`config.mk`:
```
export PLATFORM = sky130hd
export DESIGN_NAME = receiver_buffer
export DESIGN_NICKNAME = d
export VERILOG_FILES = /design/src/rtl/receiver_buffer.sv
export SDC_FILE = /design/constraint.sdc
export NUM_CORES = 1
export LEC_CHECK = 0
export ABC_AREA = 1
export BUFFER_PORTS_ARGS = -buffer_cell sky130_fd_sc_hd__buf_2
export CAP_MARGIN = 20
export CORE_MARGIN = 2
export CORE_UTILIZATION = 62
export CTS_CLUSTER_DIAMETER = 30
export DETAILED_ROUTE_END_ITERATION = 6
export GPL_ROUTABILITY_DRIVEN = 1
export GPL_TIMING_DRIVEN = 0
export PLACE_DENSITY_LB_ADDON = 0.15
export SYNTH_ARGS = -nofsm -noshare
export SYNTH_HDL_FRONTEND = slang
export SYNTH_SLANG_ARGS = --single-unit
```
`constraint.sdc`:
```
create_clock -name clk -period 4.13 [get_ports clk]
set_input_delay 0.826 -clock clk [delete_from_list [all_inputs] [get_ports clk]]
set_output_delay 0.826 -clock clk [all_outputs]
set_load 0.02 [all_outputs]
```
`src/rtl/receiver_buffer.sv`:
```
// Double-buffered UART receive buffer: packs 16 bytes (MSB byte first) into a
// 128-bit block for the AES core, with overflow detection and an inter-byte timeout.
//
// state | meaning
// IDLE  | no partial block; byte_count = 0, idle counter frozen
// FILL  | 1..15 bytes collected; idle counter runs between strobes
module receiver_buffer #(
  parameter int unsigned TIMEOUT_CYCLES = 100000
) (
  input  logic         clk,
  input  logic         reset,
  input  logic [7:0]   rx_data,
  input  logic         rx_done,
  input  logic         block_ack,
  output logic [127:0] block_out,
  output logic         block_valid,
  output logic [3:0]   byte_count,
  output logic         overflow,
  output logic         timeout
);

  localparam int unsigned LIM = (TIMEOUT_CYCLES == 0) ? 1 : TIMEOUT_CYCLES;
  localparam int          CW  = $clog2(LIM + 1);
  localparam logic [CW-1:0] CNT_LAST = CW'(LIM - 1);
  localparam logic [CW-1:0] CNT_MAX  = CW'(LIM);
  localparam logic [CW-1:0] CNT_ONE  = CW'(1);
  localparam bit            TO_EN    = (TIMEOUT_CYCLES != 0);

  typedef enum logic {IDLE, FILL} state_t;

  state_t          state;
  // Only 15 bytes are ever held; the 16th comes straight from rx_data on completion.
  logic [119:0]    shift;
  logic [CW-1:0]   idle_cnt;
  logic [127:0]    next_shift;

  assign next_shift = {shift, rx_data};

  always_ff @(posedge clk or negedge reset) begin
    if (!reset) begin
      state       <= IDLE;
      shift       <= '0;
      idle_cnt    <= '0;
      block_out   <= '0;
      block_valid <= 1'b0;
      byte_count  <= 4'd0;
      overflow    <= 1'b0;
      timeout     <= 1'b0;
    end else begin
      timeout <= 1'b0;
      // Plain acknowledge; a same-cycle completion below overrides it.
      if (block_ack && block_valid) block_valid <= 1'b0;

      case (state)
        IDLE: begin
          if (rx_done) begin
            shift      <= next_shift[119:0];
            byte_count <= 4'd1;
            idle_cnt   <= '0;
            state      <= FILL;
          end
        end
        FILL: begin
          if (rx_done) begin
            idle_cnt <= '0;
            if (byte_count == 4'd15) begin
              shift      <= '0;
              byte_count <= 4'd0;
              state      <= IDLE;
              if (!block_valid || block_ack) begin
                block_out   <= next_shift;
                block_valid <= 1'b1;
              end else begin
                overflow <= 1'b1;
              end
            end else begin
              shift      <= next_shift[119:0];
              byte_count <= byte_count + 4'd1;
            end
          end else if (TO_EN && idle_cnt == CNT_LAST) begin
            // Limit reached with no byte this cycle: drop the partial block.
            shift      <= '0;
            byte_count <= 4'd0;
            idle_cnt   <= '0;
            state      <= IDLE;
            timeout    <= 1'b1;
          end else if (idle_cnt != CNT_MAX) begin
            idle_cnt <= idle_cnt + CNT_ONE;
          end
        end
        default: state <= IDLE;
      endcase
    end
  end

endmodule

```
==> metrics.yaml <==
detailed_routing:
  wire_per_inst_um: 15.9
  drc: 0
  drt-total-wl_mm: 27.4
  ant_nets: 0
  vias: 9175
  dr.pass1.iters: 5
  drtIter0Drc: 858
  via_per_inst: 5.31
critical_path:
  rr_startpoint: "byte_count[0]"
  crit_top_cell: "nand2_1"
  startpoint_type: "register"
  crit_path_max_incr_delay_ns: 0.43
  worstRegToRegCells: 8
  required_ns: 4.57
  cp-end-kind: "register"
  r2r_setup_slack_ns: 1.92
  worstPathMaxFanout: 10
  path_class: "register to register"
  worstPathCellList: "ha_1 > nand2_1 > nor3_4 > nor2_1 > buf_2 > clkbuf_1 > nand2_1 > o21ai_1"
  r2r_end: "shift[26]"
  worst_path_max_delay_cell: "dfrtp_1"
  crit_arrival_ns: 2.65
cts:
  cts-hold-fix-buffers: 0
  cts.clk_slew.worst_paths_ns: 0.05
  cts-root-buf: "clkbuf_16"
  insertion_delay_ns: 0.53
  cts_resized: 0
  postCtsSetupBuffers: 0
  cts_sinks: 273
  cts_tree: "done"
  htree_levels: 2
  cts_buffer_depth: 3
  numCtsBuffers: 45
synthesis:
  async_flop_share: 1.00
  yosysWarnings: 0
  yosysUniqueCellTypes: 27
  ys_ff_latch: 273
  yosys.area.top_type_share: 0.598
  synthCells: 1267
  yosys.cell_count.top_type: "nand2_1"
  yosysTopAreaCell: "dfrtp_1"
  avgSynthCellArea_um2: 9.01
  synthTopCellsByArea: "dfrtp_1 (60%), nand2_1 (14%), o21ai_0 (5.9%)"
  mappedNetlistArea_um2: 11400
  synth_ff_type: "dfrtp_1"
  ys_seq_area_frac: 0.598
  yosys-top-cells-count: "nand2_1 (415), dfrtp_1 (273), inv_1 (153), o21ai_0 (135), o21ai_1 (79)"
  synth_edf_count: 0
  synth_fp_nets: 1282
floorplanning:
  die_area_um2: 19500
  dieHeight_um: 140
  start_util: 0.634
  die_x_um: 140
  ios: 147
  coreArea_um2: 18000
  rows: 49
global_routing:
  antenna_found_initial: 0
  grt_overflow_total: 0
  grt_pass1_vias: 9040
  grt_max_degree: 122
  grtUsageTotal: 0.289
  grt_pass1_wl_mm: 45.8
cells_and_area:
  fin_area_um2: 14100
  syn2layout_area_growth_pct: 23.1
  fin_nets: 1476
  drive_above_1_share: 0.214
  final-instance-count-excl-fill: 1727
  diodes: 0
timing:
  drv_slew: 0
  period_needed_ns: 2.21
  rsz0062_at_grt: "false"
  skew_ns: 0.0100
  final_hold_viol_count: 0
  final-setup-viol-count: 0
  tightestPinTransition_ns: 0.605
  max_freq_ghz: 0.453
  relSlewSlack: 0.596
  fin_crit_sh: 0.534
power_and_ir_drop:
  cellPowerDensity_nw_per_um2: 499
  power.leakage_nw: 6.73
  vdd_ir_drop_max_v: 0.000430
place:
  portBuffers: 145
  place_area_um2: 12500
  place_hpwl_mm: 17.7
  dp.cells: 1643
  place_congestion: 0.848
run:
  cap_violations: 0
min_path:
  min_path_type: "input port to async pin"
run_status:
  status: "complete, no violations"
registers in the layout, indices dropped and copies added (netlist names):
| name | count |
|---|---|
| block_out | 128 |
| shift | 120 |
| idle_cnt | 17 |
| byte_count | 4 |
| block_valid | 1 |
| overflow | 1 |
| state | 1 |
| timeout | 1 |
placed cells by master (no fill, tap or decap), types with 2 or more instances in the layout:
cell,instances
nand2_1,415
dfrtp_1,273
inv_1,153
buf_2,150
o21ai_0,135
o21ai_1,79
o21ai_2,50
clkbuf_16,47
clkbuf_1,44
nand3_1,31
nor2_1,27
buf_6,21
clkinvlp_4,10
clkinv_2,8
clkinv_4,6
nand2_2,5
xor2_1,5
inv_6,5
bufinv_16,4
inv_2,3
nand4_1,3
ha_1,3
inv_8,3
nor3_1,2
xnor2_1,2
o21bai_1,2
buf_16,2
cells by family after synthesis:
kind of cell / Yosys count / share of synthesized area
xor+xnor: 7 / 0.00537
fa+ha+maj: 3 / 0.00329
simple gates: 488 / 0.169
buf+inv: 227 / 0.0891
flops: 273 / 0.598
compound gates: 269 / 0.135
cell type report:
cell class | count | area (µm²)
flip-flops and latches | 273 | 6830
fillers | 1226 | 3970
multi-input cells | 767 | 3570
clock buffers | 48 | 1190
repair buffers | 147 | 791
inverters | 156 | 586
plain buffers | 71 | 432
clock inverters | 36 | 365
well taps | 229 | 287
how the worst max path moves through the flow:
stage / slack [ns] / endpoint / startpoint
global placement: -2.67 / block_out[45] / reset
detailed placement: 1.73 / shift[66] / rx_done
finish: 1.92 / shift[26] / byte_count[0]
floorplan: 2.18 / shift[100] / rx_done
CTS: 1.91 / shift[26] / byte_count[0]
global route: 1.76 / shift[26] / byte_count[0]
per-layer routing:
metal  global-route usage  share of wire
met1                0.401           0.43
met2                0.469           0.49
met3               0.0440          0.058
met4                0.105          0.029
met5                    0              0
report_power, final:
group	internal, mW	total, mW	switching, mW
logic	0.123	0.397	0.274
registers	2.76	2.84	0.0829
clock network	2.38	3.77	1.39
total	5.26	7.01	1.75
critical path, delay by kind of cell, from the launching register on:
kind | cells | cell delay [ns]
AOI/OAI and AO/OA | 1 | 0.19
buffers and inverters | 2 | 0.71
adders and majority gates | 1 | 0.24
and+or+nand+nor | 4 | 0.55
DFF | 1 | 0.43
stage by stage:
step                utilization  power, mW  hold WS, ns  worst slack, ns  setup TNS (ns)
finish                    0.780       7.01        0.274             1.92               0
global route              0.780       7.23        0.318             1.76               0
CTS                       0.780       7.04        0.281             1.91               0
detailed placement        0.693       3.27        0.467             1.73               0
global placement          0.690       3.26        0.461            -2.67         -722.63
floorplan                     -       3.10        0.453             2.18               0
Power figures use the tool's default switching activity.
